**config.mk**
```make
export PLATFORM = sky130hd
export DESIGN_NAME = pc_redirect_unit
export DESIGN_NICKNAME = d
export VERILOG_FILES = /design/src/rtl/pc_redirect_pkg.sv /design/src/rtl/pc_redirect_unit_branch_cond_gen.sv /design/src/rtl/pc_redirect_unit.sv
export SDC_FILE = /design/constraint.sdc
export NUM_CORES = 1
export LEC_CHECK = 0
export CAP_MARGIN = 20
export CELL_PAD_IN_SITES_DETAIL_PLACEMENT = 1
export CELL_PAD_IN_SITES_GLOBAL_PLACEMENT = 1
export CORE_UTILIZATION = 33
export DETAILED_ROUTE_END_ITERATION = 12
export PLACE_DENSITY = 0.88
export SYNTH_ARGS = -nofsm -noshare
export SYNTH_HDL_FRONTEND = slang
export SYNTH_SLANG_ARGS = --single-unit
```
**constraint.sdc**
```tcl
create_clock -name CLK -period 5.1 [get_ports CLK]
set_clock_uncertainty 0.05 [all_clocks]
set_input_delay 0.765 -clock CLK [delete_from_list [all_inputs] [get_ports CLK]]
set_output_delay 0.765 -clock CLK [all_outputs]
set_load 0.02 [all_outputs]
```
**src/rtl/pc_redirect_pkg.sv**
```systemverilog
// rtl/pc_redirect_pkg.sv - shared types and branch func3 encodings for the PC redirect unit
package pc_redirect_pkg;

  typedef enum logic [1:0] {
    BR_NONE   = 2'd0,
    BR_BRANCH = 2'd1,
    BR_JAL    = 2'd2,
    BR_JALR   = 2'd3
  } br_type_t;

  typedef enum logic {
    ST_SEQ        = 1'b0,
    ST_REDIR_WAIT = 1'b1
  } state_t;

  localparam logic [2:0] BEQ  = 3'b000;
  localparam logic [2:0] BNE  = 3'b001;
  localparam logic [2:0] BLT  = 3'b100;
  localparam logic [2:0] BGE  = 3'b101;
  localparam logic [2:0] BLTU = 3'b110;
  localparam logic [2:0] BGEU = 3'b111;

endpackage

```
**src/rtl/pc_redirect_unit_branch_cond_gen.sv**
```systemverilog
// rtl/pc_redirect_unit_branch_cond_gen.sv - conditional branch compare on forwarded operands
module branch_cond_gen
  import pc_redirect_pkg::*;
(
  input  logic [31:0] RS1,
  input  logic [31:0] RS2,
  input  logic [2:0]  EX_FUNC3,
  output logic        cond
);

  // Func3 selects the comparison; the two reserved encodings never branch.
  always_comb begin
    cond = 1'b0;
    case (EX_FUNC3)
      BEQ:     cond = (RS1 == RS2);
      BNE:     cond = (RS1 != RS2);
      BLT:     cond = ($signed(RS1) <  $signed(RS2));
      BGE:     cond = ($signed(RS1) >= $signed(RS2));
      BLTU:    cond = (RS1 <  RS2);
      BGEU:    cond = (RS1 >= RS2);
      default: cond = 1'b0;
    endcase
  end

endmodule

```
**src/rtl/pc_redirect_unit.sv**
```systemverilog
// rtl/pc_redirect_unit.sv - fetch PC sequencing with EX-stage control transfer redirect
module pc_redirect_unit
  import pc_redirect_pkg::*;
#(
  parameter logic [31:0] RESET_VECTOR = 32'h0000_0000
) (
  input  logic        CLK,
  input  logic        RST_N,
  input  logic        EX_VALID,
  input  logic [1:0]  EX_BR_TYPE,
  input  logic [2:0]  EX_FUNC3,
  input  logic [31:0] RS1,
  input  logic [31:0] RS2,
  input  logic [31:0] JAL,
  input  logic [31:0] JALR,
  input  logic [31:0] BRANCH,
  input  logic        STALL,
  input  logic        IMEM_READY,
  output logic [31:0] PC_OUT,
  output logic [31:0] PC_PLUS4,
  output logic        FETCH_VALID,
  output logic        BR_TAKEN,
  output logic        FLUSH,
  output logic        REDIRECT_PENDING,
  output logic        MISALIGN
);

  state_t      state;
  logic [31:0] pc_q;
  logic [31:0] pending_q;
  br_type_t    br_type;
  logic        cond;
  logic        in_seq;
  logic        taken;
  logic        misaligned;
  logic        redirect;
  logic [31:0] target;

  assign br_type = br_type_t'(EX_BR_TYPE);

  branch_cond_gen u_cond (
    .RS1      (RS1),
    .RS2      (RS2),
    .EX_FUNC3 (EX_FUNC3),
    .cond     (cond)
  );

  // Pick the transfer target; JALR clears bit 0 as the ISA requires.
  always_comb begin
    target = BRANCH;
    case (br_type)
      BR_JAL:  target = JAL;
      BR_JALR: target = JALR & ~32'h0000_0001;
      default: target = BRANCH;
    endcase
  end

  // Resolve the EX transfer; a misaligned target is reported but never followed.
  always_comb begin
    in_seq     = (state == ST_SEQ);
    taken      = 1'b0;
    if (EX_VALID && in_seq) begin
      case (br_type)
        BR_JAL, BR_JALR: taken = 1'b1;
        BR_BRANCH:       taken = cond;
        default:         taken = 1'b0;
      endcase
    end
    misaligned = taken & target[1];
    redirect   = taken & ~target[1];
  end

  // Outputs are forced low while reset is held so nothing leaks out of EX.
  assign BR_TAKEN         = RST_N & taken;
  assign MISALIGN         = RST_N & misaligned;
  assign FLUSH            = RST_N & (redirect | (state == ST_REDIR_WAIT));
  assign FETCH_VALID      = RST_N & in_seq & ~taken & ~STALL & IMEM_READY;
  assign REDIRECT_PENDING = (state == ST_REDIR_WAIT);
  assign PC_OUT           = pc_q;
  assign PC_PLUS4         = pc_q + 32'd4;

  // PC/state sequencer: redirect beats stall, a busy memory parks the target.
  always_ff @(posedge CLK or negedge RST_N) begin
    if (!RST_N) begin
      state     <= ST_SEQ;
      pc_q      <= RESET_VECTOR;
      pending_q <= 32'h0000_0000;
    end else begin
      case (state)
        ST_SEQ: begin
          if (redirect) begin
            if (IMEM_READY) begin
              pc_q <= target;
            end else begin
              pending_q <= target;
              state     <= ST_REDIR_WAIT;
            end
          end else if (!STALL && IMEM_READY) begin
            pc_q <= pc_q + 32'd4;
          end
        end
        ST_REDIR_WAIT: begin
          if (IMEM_READY) begin
            pc_q  <= pending_q;
            state <= ST_SEQ;
          end
        end
        default: state <= ST_SEQ;
      endcase
    end
  end

endmodule

```
==> results.md, run 1 <==
* Status: completed
* Die H at 131.4 um
* Layout cells sized above 1 at 6.051%
* Setup CP Type: input port to output port
* Htree depth at 3
* Seq. cell area at around 1600 um^2
* Least-Margin Pin Slew at around 860 ps
* Synth cell types at 59
* Largest family of logic cells by synthesized area: compound AO/OA/AOI/OAI gates
* Period utilization at 98.01%
* Most frequent CP cell: clkdlybuf4s50_1
* Final Max Slew Viols at 0
* Post-synthesis mux area share at 7.015%
* CP max FO at 3
* Max-slew headroom at a little over two fifths
* Initial Util at roughly 34%
* Max-Cap Viols at 0
* Vias per inst at about 5.3
* Row Count at 46
* Worst setup margin at 101.7 ps
* Clk_lat worst skew at about 340 ps
* Data required time of the critical path at 4280 ps
* Post-synthesis compound-gate area fraction at around a quarter
* Worst vdd ir at 0.2276 mV
* First-pass GRT wire length at 33090 um
* Synth Net Count at 886
* RSZ-0062 raised after global routing: yes
* Routed len/inst at 18.58 um
* Slowest stage delay, CP at 600 ps
* Residual DRC at 0
* F_max at ~0.20 GHz
* Overall power at 0.002795 W
* Main synth FF type: dfrtp_1
* Clk pin slew, worst setup/hold paths at 50 ps
* CTS Buffer Depth at 2
* Detail Placement HPWL at 15820 um
* Post-Synth Adder-Cell Area at 7.468%
* Ys Warns at 0
* Final setup vio count at 0
* PwrDens at between 300 and 400 nW/um^2
* Initial antenna violation count at 0
* Crit path cell chain: clkdlybuf4s50_1, inv_1, ha_1, a21o_1, a21oi_1, o221ai_1, a2111oi_2, and3_2, mux2i_2, o21ai_1, nor4_1, buf_4, clkdlybuf4s50_1
* Port Buf Inserts at about 240
* Asr flop ratio synth at 100.0%
* Endpoints failing hold at 0
* Most common cell after layout, fill and taps aside: clkdlybuf4s50_1
* Commonest cells after routing, fill and taps aside: 232 x clkdlybuf4s50_1, 93 x inv_1, 75 x nand2_1, 64 x dfrtp_1, 49 x o21ai_0
* Nets at 1108
* Die X-Extent at 131.4 um
* Mapped Cells at 683
* Post-synth EDFFs at 0
* CTS buffer count at 9
* Vias at 5949
* Area of the multi-input gates at 3361 um^2
* Total iterations of the first detailed-routing run at 4
* Overflow after GRT at 0
* Setup TNS at 0 ps
* Vias in the first global route at 6380
* Synth-to-layout area growth at 52.27%
* Worst setup EP type: output port
* Placement Setup Slack at -81.66 ps
* CTS tree: yes
* Iteration-0 DRC Markers at 291
* ANT nets after route at 0
* Xor and xnor area share after synthesis at 4.435%
* I/O pin total at 239
* Lkg Pwr at 3.831 nW
* Final WL at 20910 um
* Root Buffer: clkbuf_16
* Register area share after synthesis at 29.42%
* Critical Path Start Type: input port
* Synth Area per Inst at 8.095 um^2
* Slowest CP cell: clkdlybuf4s50_1
* Core Region at 16120 um^2
* Fill cell count at approximately 1900
* WP data arrival at 4180 ps
* Cell Area, Synth at around 5500 um^2
* Clk sinks at 65
* Largest net degree at the start of global routing at 66
* Simple-gate share of the synthesized area at about 17%
* Period minus WS final at 4998 ps
* Diode count at 0
* Seq cells post-synth at 65
* Hold_buf cts at 0
* Gpl congestion at 0.8191
* GRT Total Usage at ~24%
* Worst hold path type: flip-flop to flip-flop
* Die ar. at 17280 um^2
[worst max-delay path, delay by kind of cell]
family,cells,cell delay (ps)
compound gates,5,1040
buf+inv,4,1280
fa+ha+maj,1,300
mux,1,250
simple gates,2,540
[power by group]
group          total (W)  switching, W  internal (W)
logic            0.00133      0.000669      0.000664
registers       0.000832      0.000171      0.000661
clock network   0.000630      0.000229      0.000401
[layout make-up]
class / instances / share of cell area, %
Multi-Input combinational cell: 479 / 39.92
Inverter: 93 / 4.146
Tap cell: 216 / 3.210
Clock buffer: 12 / 3.047
Timing Repair Buffer: 257 / 29.87
Clock inverter: 3 / 0.4756
Sequential cell: 65 / 19.33
[Yosys cell counts (3+ instances only)]
library cell / instances / area, um^2
a21o_1: 4 / 30.03
a21oi_1: 47 / 235.2
a22o_1: 26 / 227.7
a32oi_1: 3 / 26.28
and2_1: 5 / 31.28
and3_1: 3 / 18.77
and4_1: 6 / 52.55
buf_1: 3 / 11.26
buf_2: 15 / 75.07
buf_4: 5 / 37.54
clkbuf_1: 21 / 78.83
dfrtp_1: 65 / 1627
ha_1: 33 / 412.9
inv_1: 93 / 349.1
mux2i_1: 34 / 340.3
nand2_1: 75 / 281.5
nand2b_1: 27 / 168.9
nand3_1: 15 / 75.07
nand4_1: 14 / 87.58
nor2_1: 23 / 86.33
nor2b_1: 4 / 25.02
nor3_1: 3 / 15.01
o211ai_1: 3 / 22.52
o21ai_0: 50 / 250.2
o21ai_1: 9 / 45.04
o221ai_1: 28 / 245.2
o31ai_1: 3 / 22.52
xnor2_1: 10 / 87.58
xor2_1: 18 / 157.7
[routing by layer]
metal	up-vias	part of all wire (%)	routed length [um]	GRT usage, %
met5	-	0	0	0
met3	47	4.7	981	5.401
met4	0	2.9	608	8.463
met1	2905	39	8192	27.16
met2	162	53	11120	44.09
li1	2835	-	-	-
[state kept, by name (all words and copies together), names as in the netlist]
register,flops
PC_OUT,32
REDIRECT_PENDING,1
pending_q,32
[repair_timing]
action	CTS	global route
pin swaps	1	1
endpoints found under the setup margin	2	4
buffers inserted	0	1
resized for setup	2	7
hold endpoints to repair	0	0
[cells by family (layout without fill, tap and decap cells)]
kind of cell	Yosys count	in the layout
DFF	65	65
xor gates and xnor gates	28	28
buffers and inverters	139	365
and+or+nand+nor	186	186
adders and majority gates	33	33
AOI/OAI and AO/OA	194	194
muxes	38	38
[worst paths after layout]
path,from,end,slack [ps],cells past startpoint
max,RS2[21],MISALIGN,100,13
min,pending_q[15],pending_q[15],430,2
max reg2reg,PC_OUT[2],PC_OUT[28],2390,10
min reg2reg,pending_q[15],pending_q[15],430,2
max in group asynchronous,RST_N,REDIRECT_PENDING,3760,2
min in group asynchronous,RST_N,PC_OUT[8],660,2
[metrics by stage]
stage	std cells	hold slack [ps]	util (%)	area (um^2)
global route	1125	454.1	52.24	8419
floorplan	683	399.3	-	5529
global placement	1109	411.2	50.19	8088
detailed placement	1109	420.8	50.19	8088
finish	1125	434.5	52.24	8419
CTS	1124	437.4	52.07	8392
Note: power is estimated with default switching activity, not from simulation.
==> run 2: changes to the inputs <==
--- a/config.mk
+++ b/config.mk
@@ -11,6 +11,8 @@
 export CORE_UTILIZATION = 33
 export DETAILED_ROUTE_END_ITERATION = 12
 export PLACE_DENSITY = 0.88
+export SLEW_MARGIN = 30
 export SYNTH_ARGS = -nofsm -noshare
 export SYNTH_HDL_FRONTEND = slang
 export SYNTH_SLANG_ARGS = --single-unit
+export TNS_END_PERCENT = 100
==> results of run 2 <==
Same layout as run 1: the final DEF is identical, and so are final timing and power.
==> run 3: changes to the inputs <==
--- a/config.mk
+++ b/config.mk
@@ -10,7 +10,9 @@
 export CELL_PAD_IN_SITES_GLOBAL_PLACEMENT = 1
 export CORE_UTILIZATION = 33
 export DETAILED_ROUTE_END_ITERATION = 12
+export GPL_ROUTABILITY_DRIVEN = 0
 export PLACE_DENSITY = 0.88
+export SKIP_CTS_REPAIR_TIMING = 1
 export SLEW_MARGIN = 30
 export SYNTH_ARGS = -nofsm -noshare
 export SYNTH_HDL_FRONTEND = slang
==> results.md, run 3 (synthesis results as in run 1) <==
* CTS tree: yes
* Final WL at between 20000 and 25000 um
* Die X-Extent at 131.4 um
* Iteration-0 DRC Markers at 278
* Slowest stage delay, CP at 640 ps
* Vias per inst at ~5.3
* Status: completed
* Worst hold slack at 434.6 ps
* Data required time of the critical path at around 4300 ps
* Core Region at 16120 um^2
* GRT Total Usage at around a quarter
* Routed len/inst at 18.61 um
* Period utilization at 97.03%
* CP max FO at 3
* Total iterations of the first detailed-routing run at 4
* Die H at 131.4 um
* Die ar. at 17280 um^2
* Most frequent CP cell: clkdlybuf4s50_1
* Diode count at 0
* Layout Utilization at 52.25%
* Crit path cell chain: clkdlybuf4s50_1, inv_1, ha_1, a21o_1, a21oi_1, o221ai_1, a2111oi_2, and3_2, mux2i_2, o21ai_1, buf_4, nor2_1, clkdlybuf4s50_1
* Clk sinks at 65
* Worst vdd ir at 0.2267 mV
* Clk_lat worst skew at 330 ps
* Largest net degree at the start of global routing at 66
* Layout cells sized above 1 at under 10%
* CTS Buffer Depth at 2
* Critical Path Start Type: input port
* I/O pin total at between 200 and 250
* PwrDens at around 330 nW/um^2
* Worst hold path type: flip-flop to flip-flop
* F_max at 0.2021 GHz
* Synth-to-layout area growth at 52.30%
* Period minus WS final at 4948 ps
* Final Max Slew Viols at 0
* Row Count at 46
* Root Buffer: clkbuf_16
* Worst setup margin at 151.6 ps
* Residual DRC at 0
* Initial Util at 34.31%
* Nets at 1107
* Setup TNS at 0 ps
* Vias at 5937
* Most common cell after layout, fill and taps aside: clkdlybuf4s50_1
* Max-Cap Viols at 0
* Overflow after GRT at 0
* WP data arrival at 4130 ps
* Endpoints failing hold at 0
* Htree depth at 3
* Least-Margin Pin Slew at between 800 and 900 ps
* Vias in the first global route at 6381
* Slowest CP cell: clkdlybuf4s50_1
* CTS buffer count at 9
* Final setup vio count at 0
* Lkg Pwr at 3.844 nW
* Max-slew headroom at between 40% and 50%
* Commonest cells after routing, fill and taps aside: 231 x clkdlybuf4s50_1, 93 x inv_1, 75 x nand2_1, 64 x dfrtp_1, 49 x o21ai_0
* Placement Setup Slack at -81.66 ps
* ANT nets after route at 0
* Worst setup EP type: output port
* Port Buf Inserts at 237
* Setup CP Type: input port to output port
* Detail Placement HPWL at 15820 um
* Clk pin slew, worst setup/hold paths at roughly 50 ps
* Initial antenna violation count at 0
* First-pass GRT wire length at 33090 um
run 3: cell types whose count changed in the layout (fill, tap and decap cells not counted):
cell,previous run,this run
buf_4,21,20
clkdlybuf4s50_1,232,231
dlymetal6s2s_1,2,3
nor4_1,1,0
nor4_2,0,1
run 3: final timing paths:
kind / end / startpoint / slack, ps / cells past startpoint
worst max-delay path: BR_TAKEN / RS2[21] / 150 / 13
worst min-delay path: pending_q[15] / pending_q[15] / 430 / 2
worst max register to register: PC_OUT[28] / PC_OUT[2] / 2400 / 10
worst min register to register: pending_q[15] / pending_q[15] / 430 / 2
max in group asynchronous: REDIRECT_PENDING / RST_N / 3760 / 2
min in group asynchronous: PC_OUT[7] / RST_N / 660 / 2
run 3: area by class of cell:
type / count / area (um^2)
inverter: 93 / 349.1
sequential: 65 / 1628
tap: 216 / 270.3
fill: 1911 / 7695
multi-input combinational: 479 / 3367
timing repair buffer: 256 / 2510
clock inverter: 3 / 40.04
clock buffer: 12 / 256.5
run 3: stage by stage:
step / total power [W] / instances / area [um^2]
global placement: 0.002112 / 1109 / 8088
CTS: 0.002807 / 1124 / 8384
global route: 0.002950 / 1124 / 8421
finish: 0.002795 / 1124 / 8421
detailed placement: 0.002161 / 1109 / 8088
floorplan: 0.001498 / 683 / 5529
run 3: power breakdown:
group	internal [W]	switching, W	leakage (nW)
registers	0.000661	0.000172	0.819
logic	0.000664	0.000670	2.88
clock network	0.000401	0.000228	0.148
run 3: per-layer routing:
metal	share of wire, %	global-route usage (%)	vias to the layer above
li1	-	-	2837
met1	39	27.11	2896
met2	53	44.09	161
met3	4.8	5.440	43
met4	2.8	8.463	0
met5	0	0	-
run 3: critical path: cells and delay by family:
| kind | cells | cell delay (ps) |
|---|---|---|
| AO/OA/AOI/OAI | 5 | 1050 |
| buffers and inverters | 4 | 1310 |
| multiplexers | 1 | 260 |
| AND/OR/NAND/NOR | 2 | 450 |
| adder cells (fa/ha/maj) | 1 | 300 |
